==> config.mk <==
export PLATFORM = sky130hd
export DESIGN_NAME = dac_intf_mc_flat
export DESIGN_NICKNAME = d
export VERILOG_FILES = /design/src/rtl/dac_intf_mc_if.sv /design/src/rtl/dac_intf_mc.sv /design/src/flat_wrapper.sv
export SDC_FILE = /design/constraint.sdc
export NUM_CORES = 1
export LEC_CHECK = 0
export ABC_AREA = 1
export BUFFER_PORTS_ARGS = -buffer_cell sky130_fd_sc_hd__buf_4
export CAP_MARGIN = 15
export CELL_PAD_IN_SITES_DETAIL_PLACEMENT = 2
export CELL_PAD_IN_SITES_GLOBAL_PLACEMENT = 2
export CORE_ASPECT_RATIO = 1.1
export CORE_UTILIZATION = 42
export DETAILED_ROUTE_END_ITERATION = 10
export GPL_TIMING_DRIVEN = 0
export PLACE_DENSITY = 0.85
export SYNTH_ARGS = -nofsm -noshare
export SYNTH_HDL_FRONTEND = slang
export SYNTH_SLANG_ARGS = --single-unit
==> constraint.sdc <==
create_clock -name dac_clk -period 4.6 [get_ports dac_clk]
set_clock_uncertainty 0.2 [all_clocks]
set_input_delay 0 -clock dac_clk [delete_from_list [all_inputs] [get_ports dac_clk]]
set_output_delay 0 -clock dac_clk [all_outputs]
set_load 0.05 [all_outputs]
==> src/rtl/dac_intf_mc_if.sv <==
// Bus bundle between the DAC source interface and its neighbours: DMA, TX accelerator FIFO
// port, DAC unpacker and the control/status signals.
interface dac_intf_mc_if #(
    parameter int unsigned IQ_DATA_WIDTH = 16,
    parameter int unsigned NUM_CH        = 2,
    parameter int unsigned FIFO_DEPTH    = 32,
    parameter int unsigned CNT_WIDTH     = 16
);
    localparam int unsigned DW = NUM_CH * 2 * IQ_DATA_WIDTH;
    localparam int unsigned AW = $clog2(FIFO_DEPTH);

    logic [DW-1:0]              dma_data;
    logic                       dma_valid;
    logic                       dma_ready;
    logic [DW-1:0]              dac_data;
    logic                       dac_valid;
    logic                       dac_ready;
    logic                       src_sel;
    logic [NUM_CH-1:0]          ant_mask;
    logic [AW:0]                prefill_thr;
    logic [2*IQ_DATA_WIDTH-1:0] data_from_acc;
    logic                       data_valid_from_acc;
    logic                       fulln_to_acc;
    logic [AW:0]                fifo_count;
    logic [CNT_WIDTH-1:0]       underrun_cnt;
    logic                       underrun_clr;
    logic [1:0]                 state_o;

    modport slave (
        input  dma_data, dma_valid, dac_ready, src_sel, ant_mask, prefill_thr,
               data_from_acc, data_valid_from_acc, underrun_clr,
        output dma_ready, dac_data, dac_valid, fulln_to_acc, fifo_count, underrun_cnt, state_o
    );

    modport master (
        output dma_data, dma_valid, dac_ready, src_sel, ant_mask, prefill_thr,
               data_from_acc, data_valid_from_acc, underrun_clr,
        input  dma_ready, dac_data, dac_valid, fulln_to_acc, fifo_count, underrun_cnt, state_o
    );
endinterface

==> src/rtl/dac_intf_mc.sv <==
// N-channel DAC source interface: DMA pass-through or accelerator FIFO with prefill, flush on
// mode switch, per-channel sample replication under ant_mask and a saturating underrun counter.
module dac_intf_mc #(
    parameter int unsigned IQ_DATA_WIDTH = 16,
    parameter int unsigned NUM_CH        = 2,
    parameter int unsigned FIFO_DEPTH    = 32,
    parameter int unsigned CNT_WIDTH     = 16
) (
    input logic          dac_clk,
    input logic          dac_rst,
    dac_intf_mc_if.slave bus_io
);
    localparam int unsigned SW = 2 * IQ_DATA_WIDTH;
    localparam int unsigned DW = NUM_CH * SW;
    localparam int unsigned AW = $clog2(FIFO_DEPTH);

    localparam logic [1:0] StDma     = 2'd0;
    localparam logic [1:0] StPrefill = 2'd1;
    localparam logic [1:0] StStream  = 2'd2;
    localparam logic [1:0] StFlush   = 2'd3;

    logic [1:0]           state_q, state_d;
    logic [SW-1:0]        mem_q [FIFO_DEPTH];
    logic [AW-1:0]        wr_ptr_q, rd_ptr_q;
    logic [AW:0]          count_q, count_d;
    logic [DW-1:0]        dac_data_q, dac_data_d;
    logic [CNT_WIDTH-1:0] under_q, under_d;
    logic                 full, empty, fulln, push, pop, underrun;
    logic [AW:0]          thr_eff;
    logic [SW-1:0]        head;

    assign full    = (count_q == (AW+1)'(FIFO_DEPTH));
    assign empty   = (count_q == '0);
    assign head    = mem_q[rd_ptr_q];
    assign thr_eff = (bus_io.prefill_thr == '0) ? (AW+1)'(1) : bus_io.prefill_thr;
    assign fulln   = !dac_rst && !full && (state_q != StFlush);
    assign push    = bus_io.data_valid_from_acc && fulln;

    always_comb begin
        pop      = 1'b0;
        underrun = 1'b0;
        case (state_q)
            StStream: begin
                if (bus_io.dac_ready) begin
                    pop      = !empty;
                    underrun = empty;
                end
            end
            StFlush: pop = !empty;
            default: ;
        endcase
    end

    assign count_d = count_q + (AW+1)'(push) - (AW+1)'(pop);

    always_comb begin
        state_d = state_q;
        case (state_q)
            StDma:     if (bus_io.src_sel) state_d = StPrefill;
            StPrefill: begin
                if (!bus_io.src_sel)         state_d = StFlush;
                else if (count_q >= thr_eff) state_d = StStream;
            end
            StStream:  if (!bus_io.src_sel) state_d = StFlush;
            // No writes during flush, so count_d reaching zero means the last entry left.
            StFlush:   if (count_d == '0) state_d = StDma;
            default:   state_d = StDma;
        endcase
    end

    // Mask is applied at load time so a mask change only affects the next loaded word.
    always_comb begin
        dac_data_d = dac_data_q;
        if (state_q != StStream) begin
            dac_data_d = '0;
        end else if (bus_io.dac_ready) begin
            for (int c = 0; c < int'(NUM_CH); c++) begin
                dac_data_d[c*SW +: SW] = (pop && bus_io.ant_mask[c]) ? head : '0;
            end
        end
    end

    always_comb begin
        under_d = under_q;
        if (bus_io.underrun_clr)                 under_d = '0;
        else if (underrun && (under_q != '1))    under_d = under_q + CNT_WIDTH'(1);
    end

    always_ff @(posedge dac_clk) begin
        if (dac_rst) begin
            state_q    <= StDma;
            wr_ptr_q   <= '0;
            rd_ptr_q   <= '0;
            count_q    <= '0;
            dac_data_q <= '0;
            under_q    <= '0;
        end else begin
            state_q    <= state_d;
            count_q    <= count_d;
            dac_data_q <= dac_data_d;
            under_q    <= under_d;
            if (push) wr_ptr_q <= wr_ptr_q + AW'(1);
            if (pop)  rd_ptr_q <= rd_ptr_q + AW'(1);
        end
    end

    always_ff @(posedge dac_clk) begin
        if (push) mem_q[wr_ptr_q] <= bus_io.data_from_acc;
    end

    always_comb begin
        case (state_q)
            StDma:   bus_io.dac_data = bus_io.dma_data;
            StFlush: bus_io.dac_data = '0;
            default: bus_io.dac_data = dac_data_q;
        endcase
    end

    assign bus_io.dac_valid    = !dac_rst && ((state_q == StDma) ? bus_io.dma_valid : 1'b1);
    assign bus_io.dma_ready    = !dac_rst && (state_q == StDma) && bus_io.dac_ready;
    assign bus_io.fulln_to_acc = fulln;
    assign bus_io.fifo_count   = count_q;
    assign bus_io.underrun_cnt = under_q;
    assign bus_io.state_o      = state_q;
endmodule

==> src/flat_wrapper.sv <==
// flat-port wrapper written by rule: the top's interface ports become plain ports
module dac_intf_mc_flat 
#(
    parameter int unsigned IQ_DATA_WIDTH = 16,
    parameter int unsigned NUM_CH        = 2,
    parameter int unsigned FIFO_DEPTH    = 32,
    parameter int unsigned CNT_WIDTH     = 16
)
  (dac_clk, dac_rst, bus_io_dma_data, bus_io_dma_valid, bus_io_dac_ready, bus_io_src_sel, bus_io_ant_mask, bus_io_prefill_thr, bus_io_data_from_acc, bus_io_data_valid_from_acc, bus_io_underrun_clr, bus_io_dma_ready, bus_io_dac_data, bus_io_dac_valid, bus_io_fulln_to_acc, bus_io_fifo_count, bus_io_underrun_cnt, bus_io_state_o);
  dac_intf_mc_if #(.IQ_DATA_WIDTH(IQ_DATA_WIDTH), .NUM_CH(NUM_CH), .FIFO_DEPTH(FIFO_DEPTH), .CNT_WIDTH(CNT_WIDTH)) bus_io_i ();
  input logic dac_clk;
  input logic dac_rst;
  input wire logic [$bits(bus_io_i.dma_data)-1:0] bus_io_dma_data;
  input wire logic [$bits(bus_io_i.dma_valid)-1:0] bus_io_dma_valid;
  input wire logic [$bits(bus_io_i.dac_ready)-1:0] bus_io_dac_ready;
  input wire logic [$bits(bus_io_i.src_sel)-1:0] bus_io_src_sel;
  input wire logic [$bits(bus_io_i.ant_mask)-1:0] bus_io_ant_mask;
  input wire logic [$bits(bus_io_i.prefill_thr)-1:0] bus_io_prefill_thr;
  input wire logic [$bits(bus_io_i.data_from_acc)-1:0] bus_io_data_from_acc;
  input wire logic [$bits(bus_io_i.data_valid_from_acc)-1:0] bus_io_data_valid_from_acc;
  input wire logic [$bits(bus_io_i.underrun_clr)-1:0] bus_io_underrun_clr;
  output wire logic [$bits(bus_io_i.dma_ready)-1:0] bus_io_dma_ready;
  output wire logic [$bits(bus_io_i.dac_data)-1:0] bus_io_dac_data;
  output wire logic [$bits(bus_io_i.dac_valid)-1:0] bus_io_dac_valid;
  output wire logic [$bits(bus_io_i.fulln_to_acc)-1:0] bus_io_fulln_to_acc;
  output wire logic [$bits(bus_io_i.fifo_count)-1:0] bus_io_fifo_count;
  output wire logic [$bits(bus_io_i.underrun_cnt)-1:0] bus_io_underrun_cnt;
  output wire logic [$bits(bus_io_i.state_o)-1:0] bus_io_state_o;
  assign bus_io_i.dma_data = bus_io_dma_data;
  assign bus_io_i.dma_valid = bus_io_dma_valid;
  assign bus_io_i.dac_ready = bus_io_dac_ready;
  assign bus_io_i.src_sel = bus_io_src_sel;
  assign bus_io_i.ant_mask = bus_io_ant_mask;
  assign bus_io_i.prefill_thr = bus_io_prefill_thr;
  assign bus_io_i.data_from_acc = bus_io_data_from_acc;
  assign bus_io_i.data_valid_from_acc = bus_io_data_valid_from_acc;
  assign bus_io_i.underrun_clr = bus_io_underrun_clr;
  assign bus_io_dma_ready = bus_io_i.dma_ready;
  assign bus_io_dac_data = bus_io_i.dac_data;
  assign bus_io_dac_valid = bus_io_i.dac_valid;
  assign bus_io_fulln_to_acc = bus_io_i.fulln_to_acc;
  assign bus_io_fifo_count = bus_io_i.fifo_count;
  assign bus_io_underrun_cnt = bus_io_i.underrun_cnt;
  assign bus_io_state_o = bus_io_i.state_o;
  dac_intf_mc #(.IQ_DATA_WIDTH(IQ_DATA_WIDTH), .NUM_CH(NUM_CH), .FIFO_DEPTH(FIFO_DEPTH), .CNT_WIDTH(CNT_WIDTH)) u_core (.dac_clk(dac_clk), .dac_rst(dac_rst), .bus_io(bus_io_i));
endmodule
Yosys cells after proc, flatten, opt, wreduce, memory -nomap -nowiden
Memory sizes are Yosys's and may differ from the RTL's. A register that Yosys moved wholly into a read port is not among the register bits.
Cells that the tools add are included.
W data, S select, Z words.
Word-level totals
  flip-flop bits (word level): 98
  word-level logic and storage cells: 62
  memory bits (writable): 1024
  input bits: 111
  memories: 1
Memory list
  u_core.mem_q: depth 32, width 32, rd ports 1, clocked after memory_dff 1, wr ports 1, RTL line dac_intf_mc.sv:23  | logic [SW-1:0] mem_q [FIFO_DEPTH];
Operators by class
  add/sub/neg operators: 5
  equal/unequal tests: 11
  reductions and logical operators: 19
  multiplexer cells: 19
  magnitude comparators: 1
Operators with widths (count)
  $pmux W64 S2: 1
  $mux W32: 2
  $logic_not A6 Y1: 3
  $add A16 B1 Y16 const B: 1
  $ne A16 B16 Y1 const B: 1
  $add A5 B1 Y5 const B: 2
  $mux W2: 5
  $mux W5: 2
  $logic_and A1 B1 Y1: 9
  $ne A2 B2 Y1 const B: 4
  $pmux W2 S4: 1
  $add A6 B1 Y6: 1
  $eq A6 B6 Y1 const B: 1
  $ge A6 B6 Y1: 1
  $mux W1: 6
  $mux W6: 1
  $sub A6 B1 Y6: 1
  $eq A2 B2 Y1 const B: 2
  $reduce_and A4 Y1: 1
  $reduce_or A2 Y1: 2
  $logic_not A1 Y1: 3
  $ne A3 B2 Y1 const B: 1
  $eq A2 B1 Y1 const B: 1
  $logic_not A2 Y1: 1
  2 further kinds: 2

Depth between registers and ports, before layout
Gate-level depths: netlist (run 1).
  depth after elaboration: 10
  gate-level depth with buffers: 21
  mapped depth without buffers: 21

Worst setup path before layout (run 1)
Ideal clock, no wire load.
  path kind: reg2reg
  start point: register u_core.count_q[2], in the netlist u_core.bus_io.fifo_count[2]
  end point: memory u_core.mem_q[31][0] in the netlist's numbering, enable pin
  path buffers: 0
  arrival: 3.802 ns
  path slack: 0.134 ns
  cell stages (with the launch flop): 8
  setup time: 0.463 ns
  clock period less this slack: 4.466 ns
  path through: dfxtp_1 -> inv_1 -> ha_1 -> nand4_1 -> nand3_1 -> nor2_2 -> inv_1 -> nor3_1
On the way
  longest elaborated chain between the ends: 7
Ends and longest elaborated chain
  from (decl): RTL line dac_intf_mc.sv:25  | logic [AW:0] count_q, count_d;
  from (signal assigned): RTL line dac_intf_mc.sv:99  | count_q <= count_d;
  $eq A6 B6 Y1: RTL line dac_intf_mc.sv:32  | assign full = (count_q == (AW+1)'(FIFO_DEPTH));
  $logic_not A1 Y1: RTL line dac_intf_mc.sv:36  | assign fulln = !dac_rst && !full && (state_q != StFlush);
  $logic_and A1 B1 Y1 (2 in a row): RTL line dac_intf_mc.sv:36
  $logic_and A1 B1 Y1: RTL line dac_intf_mc.sv:37  | assign push = bus_io.data_valid_from_acc && fulln;
  net u_core.push: RTL line dac_intf_mc.sv:28  | logic full, empty, fulln, push, pop, underrun;
  $mux W1: RTL line dac_intf_mc.sv:108  | if (push) mem_q[wr_ptr_q] <= bus_io.data_from_acc;
  $mux W1 (implied by the code): RTL line dac_intf_mc.sv:108
  to (decl): RTL line dac_intf_mc.sv:23
The timed path passes the listed nets, and every way through them passes these cells.

Final worst setup path (run 1)
  start point: register u_core.state_q[1], in the netlist u_core.bus_io.state_o[1]
  end point: register u_core.state_q[1], in the netlist u_core.bus_io.state_o[1]
On the way
  longest elaborated chain between the ends: 8
  elaborated cells between the ends (all ways): 17
  those cells by class: 2 x add/sub; 8 x eq/ne; 2 x mux; 5 x reduce/logical
Ends and longest elaborated chain
  from (decl): RTL line dac_intf_mc.sv:22  | logic [1:0] state_q, state_d;
  from (signal assigned): RTL line dac_intf_mc.sv:91  | state_q <= StDma;
  from (signal assigned): RTL line dac_intf_mc.sv:98  | state_q <= state_d;
  $ne A2 B2 Y1: RTL line dac_intf_mc.sv:36
  $logic_and A1 B1 Y1: RTL line dac_intf_mc.sv:36
  $logic_and A1 B1 Y1: RTL line dac_intf_mc.sv:37
  $add A6 B1 Y6: RTL line dac_intf_mc.sv:54  | assign count_d = count_q + (AW+1)'(push) - (AW+1)'(pop);
  $sub A6 B1 Y6 (*): RTL line dac_intf_mc.sv:54
  net u_core.count_d[1]: RTL line dac_intf_mc.sv:25
  $logic_not A6 Y1 (*): RTL line dac_intf_mc.sv:66  | StFlush: if (count_d == '0) state_d = StDma;
  $ne A2 B1 Y1 (no source line) (*)
  $reduce_and A4 Y1 (no source line) (*)
The timed path passes the listed nets; every way through them passes the cells marked *.
A chain may end at the register's enable or synchronous reset.

==> impl_metrics.xml, run 1 <==
<?xml version="1.0" encoding="UTF-8"?>
<metrics>
  <group name="status">
    <metric name="run_status" unit="">finished clean</metric>
  </group>
  <group name="synthesis">
    <metric name="syn-cell-area" unit="µm²">46700</metric>
    <metric name="synth_enable_flop_cells" unit="">1024</metric>
    <metric name="synth.distinct_cells" unit="">33</metric>
    <metric name="synth_mux_area_frac" unit="">0</metric>
    <metric name="yosys.area.top_type_share" unit="">0.658</metric>
    <metric name="synth_simple_gate_area_frac" unit="">0.238</metric>
    <metric name="asyncSetResetFlopFracSynth" unit="">0</metric>
    <metric name="yosysSeqAreaShare" unit="">0.702</metric>
    <metric name="post_synth_main_area_contributors" unit="">sky130_fd_sc_hd__edfxtp_1 (66%), sky130_fd_sc_hd__nand2_1 (12%), sky130_fd_sc_hd__nand3_1 (11%)</metric>
    <metric name="post_synthesis_compound_gate_area_fraction" unit="">0.0129</metric>
    <metric name="netlist.top_cell.by_area" unit="">sky130_fd_sc_hd__edfxtp_1</metric>
    <metric name="synth_top_family_by_area" unit="">simple AND/OR/NAND/NOR gates</metric>
    <metric name="nets_in_the_synthesized_netlist" unit="">4367</metric>
    <metric name="synthXorXnorAreaFrac" unit="">0.00131</metric>
    <metric name="synth_area_in_adders" unit="">0.00686</metric>
    <metric name="ys.flop_type" unit="">sky130_fd_sc_hd__edfxtp_1</metric>
    <metric name="postSynthCellCount" unit="">4231</metric>
    <metric name="yosys_reg_bits" unit="">1127</metric>
    <metric name="synth_warnings" unit="">0</metric>
    <metric name="synthesis.area_per_instance" unit="µm²">11.0</metric>
  </group>
  <group name="detailed_routing">
    <metric name="routed_via_density" unit="">6.20</metric>
    <metric name="ant_nets" unit="">0</metric>
    <metric name="avgRoutedWirePerCell" unit="µm">34.0</metric>
    <metric name="drt-total-wl" unit="µm">209000</metric>
    <metric name="drtIter0Drc" unit="">3676</metric>
    <metric name="routed-via-count" unit="">38135</metric>
    <metric name="firstDrtPassIters" unit="">5</metric>
    <metric name="route.detailed.drc" unit="">0</metric>
  </group>
  <group name="cts">
    <metric name="ctsLongestPathBuffers" unit="">3</metric>
    <metric name="clk_transition_reported_paths" unit="ns">0.07</metric>
    <metric name="tritoncts_clock_tree" unit="">built</metric>
    <metric name="clock_latency" unit="ns">0.76</metric>
    <metric name="cts_made_buffers" unit="">118</metric>
    <metric name="clock-root-buffer" unit="">sky130_fd_sc_hd__clkbuf_16</metric>
    <metric name="cts_max_level" unit="">3</metric>
    <metric name="cts_num_sinks" unit="">1127</metric>
  </group>
  <group name="worst_setup_path">
    <metric name="cp_data_required_time" unit="ns">5.00</metric>
    <metric name="critical_path.cell_chain" unit="">ha_1, inv_1, o21ai_1, nand2_1, inv_1, nand2_1, nand2_1, ha_1, fa_1, inv_1, nand2_1, nor2_1, nand3_1, nor2_1, nand2_1, nand2_1, nand3_1, nand2_1, nor2_1</metric>
    <metric name="path_common_cell" unit="">sky130_fd_sc_hd__nand2_1</metric>
    <metric name="crit_slowest_cell" unit="">sky130_fd_sc_hd__dfxtp_1</metric>
    <metric name="timing.critical_path.fanout_max" unit="">6</metric>
    <metric name="worst_setup_path_start_kind" unit="">register</metric>
    <metric name="critical_path.max_stage_delay" unit="ns">0.54</metric>
    <metric name="criticalPathCategory" unit="">reg -&gt; reg</metric>
    <metric name="worst_ep_arrival_time" unit="ns">4.80</metric>
    <metric name="worst_setup_path_end_kind" unit="">register</metric>
  </group>
  <group name="timing">
    <metric name="count_of_endpoints_failing_hold_in_the_final_timing_report" unit="">0</metric>
    <metric name="final-max-slew-violation-count" unit="">0</metric>
    <metric name="fin_crit" unit="ns">4.40</metric>
    <metric name="totalNegativeSetupSlack" unit="ns">0</metric>
    <metric name="grt_setup_unrepaired" unit="">false</metric>
    <metric name="setup_viol" unit="">0</metric>
    <metric name="worst_slew_margin_rel" unit="">0.0933</metric>
    <metric name="fmaxAchievable" unit="MHz">227</metric>
    <metric name="final_min_period_over_clock_period" unit="">0.957</metric>
    <metric name="postLayoutSetupSlackWorst" unit="ns">0.197</metric>
    <metric name="worstMarginPinSlew" unit="ns">1.36</metric>
  </group>
  <group name="placement">
    <metric name="routabilityCongestion" unit="">0.848</metric>
    <metric name="dp_worst_setup_slack" unit="ns">0.683</metric>
    <metric name="place_hpwl" unit="µm">134000</metric>
    <metric name="place.port_buffers" unit="">201</metric>
    <metric name="dp_cells" unit="">5890</metric>
  </group>
  <group name="worst_hold_path">
    <metric name="min_path_type" unit="">in -&gt; reg</metric>
  </group>
  <group name="floorplan">
    <metric name="dieWidth" unit="µm">320</metric>
    <metric name="std_cell_rows" unit="">127</metric>
    <metric name="io_pins" unit="">202</metric>
    <metric name="initial_core_util" unit="">0.426</metric>
    <metric name="floorplan.die_area" unit="µm²">113000</metric>
    <metric name="core-area" unit="µm²">110000</metric>
    <metric name="die_height" unit="µm">352</metric>
  </group>
  <group name="cells_and_area">
    <metric name="layoutNonFillerInstCount" unit="">6154</metric>
    <metric name="post_route_cells_drive_above_1_share" unit="">0.131</metric>
    <metric name="final_util" unit="">0.502</metric>
    <metric name="nNetsFinal" unit="">4766</metric>
    <metric name="area_delta_synth_final" unit="%">17.8</metric>
  </group>
  <group name="pwr">
    <metric name="post-layout-total-power" unit="mW">31.4</metric>
    <metric name="power_per_cell_area" unit="nW/µm²">571</metric>
    <metric name="ir_worst_vdd" unit="µV">401</metric>
    <metric name="power.leakage" unit="nW">20.2</metric>
  </group>
  <group name="run">
    <metric name="maxCapViolCount" unit="">0</metric>
  </group>
  <group name="grt">
    <metric name="grt_overflow" unit="">0</metric>
    <metric name="grt_pass1_wl" unit="µm">298000</metric>
    <metric name="grt_max_degree" unit="">33</metric>
    <metric name="grtUsageTotal" unit="">0.369</metric>
    <metric name="initial_antenna_violation_count" unit="">15</metric>
    <metric name="first_global_vias" unit="">41938</metric>
  </group>
</metrics>
==> sequential cells by signal, summed over array words and instances, names as in the netlist, named ones only <==
register,flops
u_core.dac_data_q,64
u_core.mem_q,1024
u_core.bus_io.state_o,2
u_core.rd_ptr_q,5
u_core.wr_ptr_q,5
u_core.bus_io.underrun_cnt,16
u_core.bus_io.fifo_count,6
==> cell usage after synthesis (2+ instances only) <==
cell / instances
sky130_fd_sc_hd__nand2_1: 1540
sky130_fd_sc_hd__edfxtp_1: 1024
sky130_fd_sc_hd__nand3_1: 987
sky130_fd_sc_hd__dfxtp_1: 103
sky130_fd_sc_hd__a21oi_1: 95
sky130_fd_sc_hd__buf_2: 79
sky130_fd_sc_hd__buf_4: 72
sky130_fd_sc_hd__nor2_1: 71
sky130_fd_sc_hd__inv_1: 65
sky130_fd_sc_hd__clkbuf_1: 55
sky130_fd_sc_hd__buf_1: 34
sky130_fd_sc_hd__ha_1: 24
sky130_fd_sc_hd__buf_6: 22
sky130_fd_sc_hd__nor3_1: 15
sky130_fd_sc_hd__o21ai_0: 15
sky130_fd_sc_hd__nand4_1: 6
sky130_fd_sc_hd__xor2_1: 6
sky130_fd_sc_hd__inv_2: 2
sky130_fd_sc_hd__nor3b_1: 2
==> per-stage QoR <==
stage | hold slack [ns] | cell area [µm²]
after CTS | 0.0521 | 55000
after global routing | 0.111 | 55000
after global placement | 0.182 | 50000
after floorplan | -0.101 | 46700
final | 0.0501 | 55000
after detailed placement | 0.187 | 50900
==> per-layer routing <==
layer	up-vias	GRT usage	part of all wire
met5	-	0	0.00033
met4	12	0.232	0.067
met3	719	0.0724	0.072
met2	2058	0.650	0.51
met1	19807	0.410	0.35
li1	15539	-	-
==> kinds of logic after synthesis <==
kind of cell,count (synthesis)
DFF,1127
adders and majority gates,25
xor gates and xnor gates,7
and+or+nand+nor,2624
buffers and inverters,331
AOI/OAI and AO/OA,117
==> critical path: cells and delay by family (launching register included) <==
| kind | cells | cell delay (ns) |
|---|---|---|
| AOI/OAI and AO/OA | 1 | 0.15 |
| adders and majority gates | 3 | 1.16 |
| buffers and inverters | 3 | 0.50 |
| DFF | 1 | 0.54 |
| and+or+nand+nor | 12 | 1.72 |
==> cell type report <==
type,instances,area (µm²)
Clock buffer,153,3240
Fill cell,10826,54600
Tap cell,1419,1780
Sequential cell,1127,32800
Timing Repair Buffer,279,2610
Multi-Input combinational cell,2773,12400
Clock inverter,68,444
Inverter,69,267
Antenna cell,4,10.0
Buffer,262,1520
==> worst paths after layout <==
kind / start / endpoint / slack [ns] / cells after the start
max: u_core.bus_io.state_o[1] / u_core.bus_io.state_o[1] / 0.20 / 19
min: dac_rst / register / 0.05 / 5
max reg2reg: u_core.bus_io.state_o[1] / u_core.bus_io.state_o[1] / 0.20 / 19
min reg2reg: u_core.dac_data_q[6] / u_core.dac_data_q[6] / 0.27 / 2
==> power by group <==
part           internal, mW  leakage, nW  switching [mW]  total [mW]
registers              11.3         10.0          0.0996        11.4
logic                  2.49         8.33            7.98        10.5
clock network          5.18         1.83            4.37        9.55
==> layout by cell type, fill, tap and decap left out, drive strengths merged, types with 2 or more instances in the layout <==
cell type and n:
buf 447, nand4 6, nor2 72, nand3 988, a21oi 95, dfxtp 103
diode 4, clkbuf 208, bufinv 4, clkinv 63, o21ai 16, nor3b 2
dlygate4sd3 39, ha 24, nor3 15, xor2 6, edfxtp 1024, inv 70
nand2 1540
==> timing repair <==
action	CTS	global route
hold buffers	39	0
endpoints found under the hold margin	1127	0
setup endpoints to repair	0	0
resized for setup	0	0
setup buffers	0	0
Note: power is estimated with default switching activity, not from simulation.
==> inputs of run 2 (changes only) <==
--- a/config.mk
+++ b/config.mk
@@ -5,16 +5,15 @@
 export SDC_FILE = /design/constraint.sdc
 export NUM_CORES = 1
 export LEC_CHECK = 0
-export ABC_AREA = 1
 export BUFFER_PORTS_ARGS = -buffer_cell sky130_fd_sc_hd__buf_4
 export CAP_MARGIN = 15
 export CELL_PAD_IN_SITES_DETAIL_PLACEMENT = 2
 export CELL_PAD_IN_SITES_GLOBAL_PLACEMENT = 2
 export CORE_ASPECT_RATIO = 1.1
-export CORE_UTILIZATION = 42
+export CORE_UTILIZATION = 47
 export DETAILED_ROUTE_END_ITERATION = 10
 export GPL_TIMING_DRIVEN = 0
-export PLACE_DENSITY = 0.85
+export PLACE_DENSITY = 0.84
 export SYNTH_ARGS = -nofsm -noshare
 export SYNTH_HDL_FRONTEND = slang
 export SYNTH_SLANG_ARGS = --single-unit
==> run 2 against run 1 <==
Via count decreased by 23%; flip-flop and latch count unchanged; non-clock buffer count decreased by 114; critical path depth decreased by 11; routed wire length decreased by 8.4%; register-to-register slack improved by 0.05 ns; global-route usage increased by 3.6 points; count of clock-buffer cells in the layout decreased by 2; cell count decreased by 32%; critical endpoint is now bus_io_dac_data[11]; largest power group unchanged; highest routed layer unchanged.
==> impl_metrics.xml, run 2 <==
<?xml version="1.0" encoding="UTF-8"?>
<metrics>
  <group name="status">
    <metric name="run_status" unit="">finished clean</metric>
  </group>
  <group name="timing">
    <metric name="postLayoutSetupSlackWorst" unit="ns">0.236</metric>
    <metric name="fin_crit" unit="ns">4.36</metric>
    <metric name="grt_setup_unrepaired" unit="">false</metric>
    <metric name="totalNegativeSetupSlack" unit="ns">0</metric>
    <metric name="fmaxAchievable" unit="MHz">229</metric>
    <metric name="count_of_endpoints_failing_hold_in_the_final_timing_report" unit="">0</metric>
    <metric name="worst_slew_margin_rel" unit="">0.140</metric>
    <metric name="worstMarginPinSlew" unit="ns">1.29</metric>
    <metric name="final-max-slew-violation-count" unit="">0</metric>
    <metric name="final_min_period_over_clock_period" unit="">0.949</metric>
    <metric name="setup_viol" unit="">0</metric>
  </group>
  <group name="cts">
    <metric name="ctsLongestPathBuffers" unit="">3</metric>
    <metric name="clock-root-buffer" unit="">sky130_fd_sc_hd__clkbuf_16</metric>
    <metric name="clk_transition_reported_paths" unit="ns">0.08</metric>
    <metric name="cts_max_level" unit="">3</metric>
    <metric name="clock_latency" unit="ns">0.74</metric>
    <metric name="cts_made_buffers" unit="">113</metric>
    <metric name="cts_num_sinks" unit="">1127</metric>
    <metric name="tritoncts_clock_tree" unit="">built</metric>
  </group>
  <group name="cells_and_area">
    <metric name="area_delta_synth_final" unit="%">18.5</metric>
    <metric name="design_area" unit="µm²">52100</metric>
    <metric name="multi_input_area" unit="µm²">10600</metric>
    <metric name="nNetsFinal" unit="">2988</metric>
    <metric name="fillers" unit="">7818</metric>
    <metric name="commonest_cells_after_routing_fill_and_taps_aside" unit="">sky130_fd_sc_hd__edfxtp_1 (1,024), sky130_fd_sc_hd__buf_4 (212), sky130_fd_sc_hd__mux2i_1 (195), sky130_fd_sc_hd__nor2b_1 (133), sky130_fd_sc_hd__a21oi_1 (130)</metric>
    <metric name="largest_register_ff_count" unit="">1024</metric>
    <metric name="largest_register" unit="">u_core.mem_q</metric>
    <metric name="post_route_cells_drive_above_1_share" unit="">0.223</metric>
    <metric name="seqCellArea" unit="µm²">32800</metric>
    <metric name="leading_cell_type_in_the_layout_fill_and_taps_excluded" unit="">sky130_fd_sc_hd__edfxtp_1</metric>
  </group>
  <group name="pwr">
    <metric name="combPwrFrac" unit="">0.195</metric>
    <metric name="sequentialPowerShare" unit="">0.433</metric>
    <metric name="ir_worst_vdd" unit="µV">429</metric>
    <metric name="power.leakage" unit="nW">16.7</metric>
    <metric name="power_per_cell_area" unit="nW/µm²">505</metric>
    <metric name="power.share.clock" unit="">0.371</metric>
    <metric name="swShare" unit="">0.323</metric>
    <metric name="power.internal" unit="mW">17.8</metric>
    <metric name="net-switching-power" unit="mW">8.50</metric>
  </group>
  <group name="synthesis">
    <metric name="yosys.area.top_type_share" unit="">0.699</metric>
    <metric name="netlist_top_cells_count" unit="">sky130_fd_sc_hd__edfxtp_1 (1,024), sky130_fd_sc_hd__mux2i_1 (195), sky130_fd_sc_hd__nor2b_1 (133), sky130_fd_sc_hd__a21oi_1 (131)</metric>
    <metric name="synth_enable_flop_cells" unit="">1024</metric>
    <metric name="post_synth_main_area_contributors" unit="">sky130_fd_sc_hd__edfxtp_1 (70%), sky130_fd_sc_hd__mux4_2 (6.6%), sky130_fd_sc_hd__dfxtp_1 (4.7%)</metric>
    <metric name="yosysSeqAreaShare" unit="">0.746</metric>
    <metric name="synthesis.area_per_instance" unit="µm²">17.9</metric>
    <metric name="postSynthCellCount" unit="">2458</metric>
    <metric name="yosys_reg_bits" unit="">1127</metric>
    <metric name="syn-cell-area" unit="µm²">44000</metric>
    <metric name="synth.distinct_cells" unit="">55</metric>
    <metric name="netlist.top_cell.by_area" unit="">sky130_fd_sc_hd__edfxtp_1</metric>
    <metric name="ys.flop_type" unit="">sky130_fd_sc_hd__edfxtp_1</metric>
    <metric name="synth_warnings" unit="">0</metric>
    <metric name="yosys.cell_count.top_type" unit="">sky130_fd_sc_hd__edfxtp_1</metric>
    <metric name="nets_in_the_synthesized_netlist" unit="">2594</metric>
    <metric name="asyncSetResetFlopFracSynth" unit="">0</metric>
  </group>
  <group name="worst_hold_path">
    <metric name="worstHoldStart" unit="">bus_io_data_from_acc[11]</metric>
    <metric name="min_path_type" unit="">in -&gt; reg</metric>
  </group>
  <group name="floorplan">
    <metric name="initial_core_util" unit="">0.475</metric>
    <metric name="die_height" unit="µm">323</metric>
    <metric name="io_pins" unit="">202</metric>
    <metric name="core-area" unit="µm²">92700</metric>
    <metric name="std_cell_rows" unit="">117</metric>
    <metric name="floorplan.die_area" unit="µm²">94800</metric>
    <metric name="dieWidth" unit="µm">294</metric>
  </group>
  <group name="detailed_routing">
    <metric name="drtIter0Drc" unit="">4292</metric>
    <metric name="firstDrtPassIters" unit="">6</metric>
    <metric name="routed_via_density" unit="">6.96</metric>
    <metric name="drt-total-wl" unit="µm">192000</metric>
    <metric name="avgRoutedWirePerCell" unit="µm">45.6</metric>
    <metric name="route.detailed.drc" unit="">0</metric>
    <metric name="routed-via-count" unit="">29232</metric>
    <metric name="ant_nets" unit="">0</metric>
  </group>
  <group name="worst_setup_path">
    <metric name="setup.reg_to_reg.worst_slack" unit="ns">0.25</metric>
    <metric name="criticalPathCategory" unit="">reg -&gt; out</metric>
    <metric name="timing.rr.start" unit="">u_core.bus_io.state_o[0]</metric>
    <metric name="worst_setup_path_start_kind" unit="">register</metric>
    <metric name="worst_setup_path_end_kind" unit="">primary output</metric>
    <metric name="setup.worst_path.start" unit="">u_core.bus_io.state_o[1]</metric>
    <metric name="timing.critical_path.fanout_max" unit="">10</metric>
    <metric name="cp_data_required_time" unit="ns">4.40</metric>
    <metric name="worst_ep_arrival_time" unit="ns">4.16</metric>
  </group>
  <group name="grt">
    <metric name="initial_antenna_violation_count" unit="">4</metric>
    <metric name="grtUsageTotal" unit="">0.405</metric>
    <metric name="grt_overflow" unit="">0</metric>
    <metric name="grt_max_degree" unit="">33</metric>
    <metric name="first_global_vias" unit="">30507</metric>
    <metric name="grt_pass1_wl" unit="µm">261000</metric>
  </group>
  <group name="run">
    <metric name="maxCapViolCount" unit="">0</metric>
  </group>
  <group name="placement">
    <metric name="routabilityCongestion" unit="">0.812</metric>
    <metric name="place_hpwl" unit="µm">113000</metric>
    <metric name="postPlaceCellArea" unit="µm²">48100</metric>
    <metric name="place.port_buffers" unit="">201</metric>
    <metric name="dp_worst_setup_slack" unit="ns">0.478</metric>
  </group>
</metrics>
## run 2: changes by cell type after synthesis, sizes merged, moves of 40 or more
| cell | previous run | this run |
|---|---|---|
| nand2 | 1540 | 21 |
| nand3 | 988 | 72 |
| mux2i | 0 | 195 |
| nor2b | 0 | 133 |
| buf | 207 | 77 |
| a22o | 0 | 128 |
| mux4 | 0 | 128 |
| a211oi | 1 | 67 |
| a22oi | 0 | 64 |
| inv | 68 | 19 |
| a21oi | 95 | 135 |
## run 2: metal layers
| layer | GRT usage | wire length, µm | share of wire |
|---|---|---|---|
| met5 | 0 | 43 | 0.00022 |
| met4 | 0.211 | 11500 | 0.060 |
| met3 | 0.0884 | 18600 | 0.097 |
| met2 | 0.674 | 93300 | 0.49 |
| met1 | 0.498 | 68100 | 0.36 |
## run 2: cell type report
class | count | area share
flip-flops and latches | 1127 | 0.630
multi-input cells | 1164 | 0.204
clock buffers | 151 | 0.0602
repair buffers | 279 | 0.0516
well taps | 1249 | 0.0300
plain buffers | 148 | 0.0135
clock inverters | 60 | 0.00949
inverters | 19 | 0.00137
diodes | 1 | 0.0000480
## run 2: kinds of logic after synthesis
family          Yosys count  synth area share
flops                  1127             0.746
compound gates          406            0.0659
simple gates            385            0.0482
mux                     323             0.110
buf+inv                 167            0.0176
xor+xnor                 25           0.00498
fa+ha+maj                25           0.00728
## run 2: worst paths after layout
| path | endpoint | cells past startpoint |
|---|---|---|
| worst max register to register | u_core.bus_io.state_o[1] | 14 |
| worst min register to register | u_core.dac_data_q[61] | 1 |
| worst min-delay path | u_core.mem_q[7][11] | 2 |
| worst max-delay path | bus_io_dac_data[11] | 8 |
## run 2: power groups by stage
stage               logic (mW)  registers [mW]  clock network [mW]
detailed placement        4.86            11.6                   0
floorplan                 2.61            11.7                   0
global route              5.22            11.4                9.97
finish                    5.14            11.4                9.77
global placement          4.41            11.6                   0
CTS                       5.02            11.4                9.53
## run 2: metrics by stage
stage          instances  utilization  hold WS, ns  total power [mW]
6_report            4198        0.562       0.0798              26.3
5_1_grt             4197        0.562        0.100              26.6
3_5_place_dp        3945        0.519        0.169              16.5
2_1_floorplan       2458            -       -0.101              14.3
3_3_place_gp        3908        0.508        0.170              16.0
4_1_cts             4197        0.562       0.0561              25.9
## run 2: worst max-delay path, cell delays in order, from the launching register on
cell	delay [ns]
sky130_fd_sc_hd__dfxtp_1	0.50
sky130_fd_sc_hd__inv_1	0.14
sky130_fd_sc_hd__ha_1	0.39
sky130_fd_sc_hd__nor2b_1	0.20
sky130_fd_sc_hd__clkbuf_1	0.50
sky130_fd_sc_hd__buf_16	0.23
sky130_fd_sc_hd__clkbuf_1	0.88
sky130_fd_sc_hd__a22o_1	0.32
sky130_fd_sc_hd__buf_4	0.23
## run 2: timing repair
| item | 4_1_cts | 5_1_grt |
|---|---|---|
| setup endpoints to repair | 0 | 1 |
| hold buffers | 41 | 0 |
| gates resized for setup | 0 | 2 |
| buffers inserted | 0 | 0 |
| endpoints found under the hold margin | 1045 | 0 |
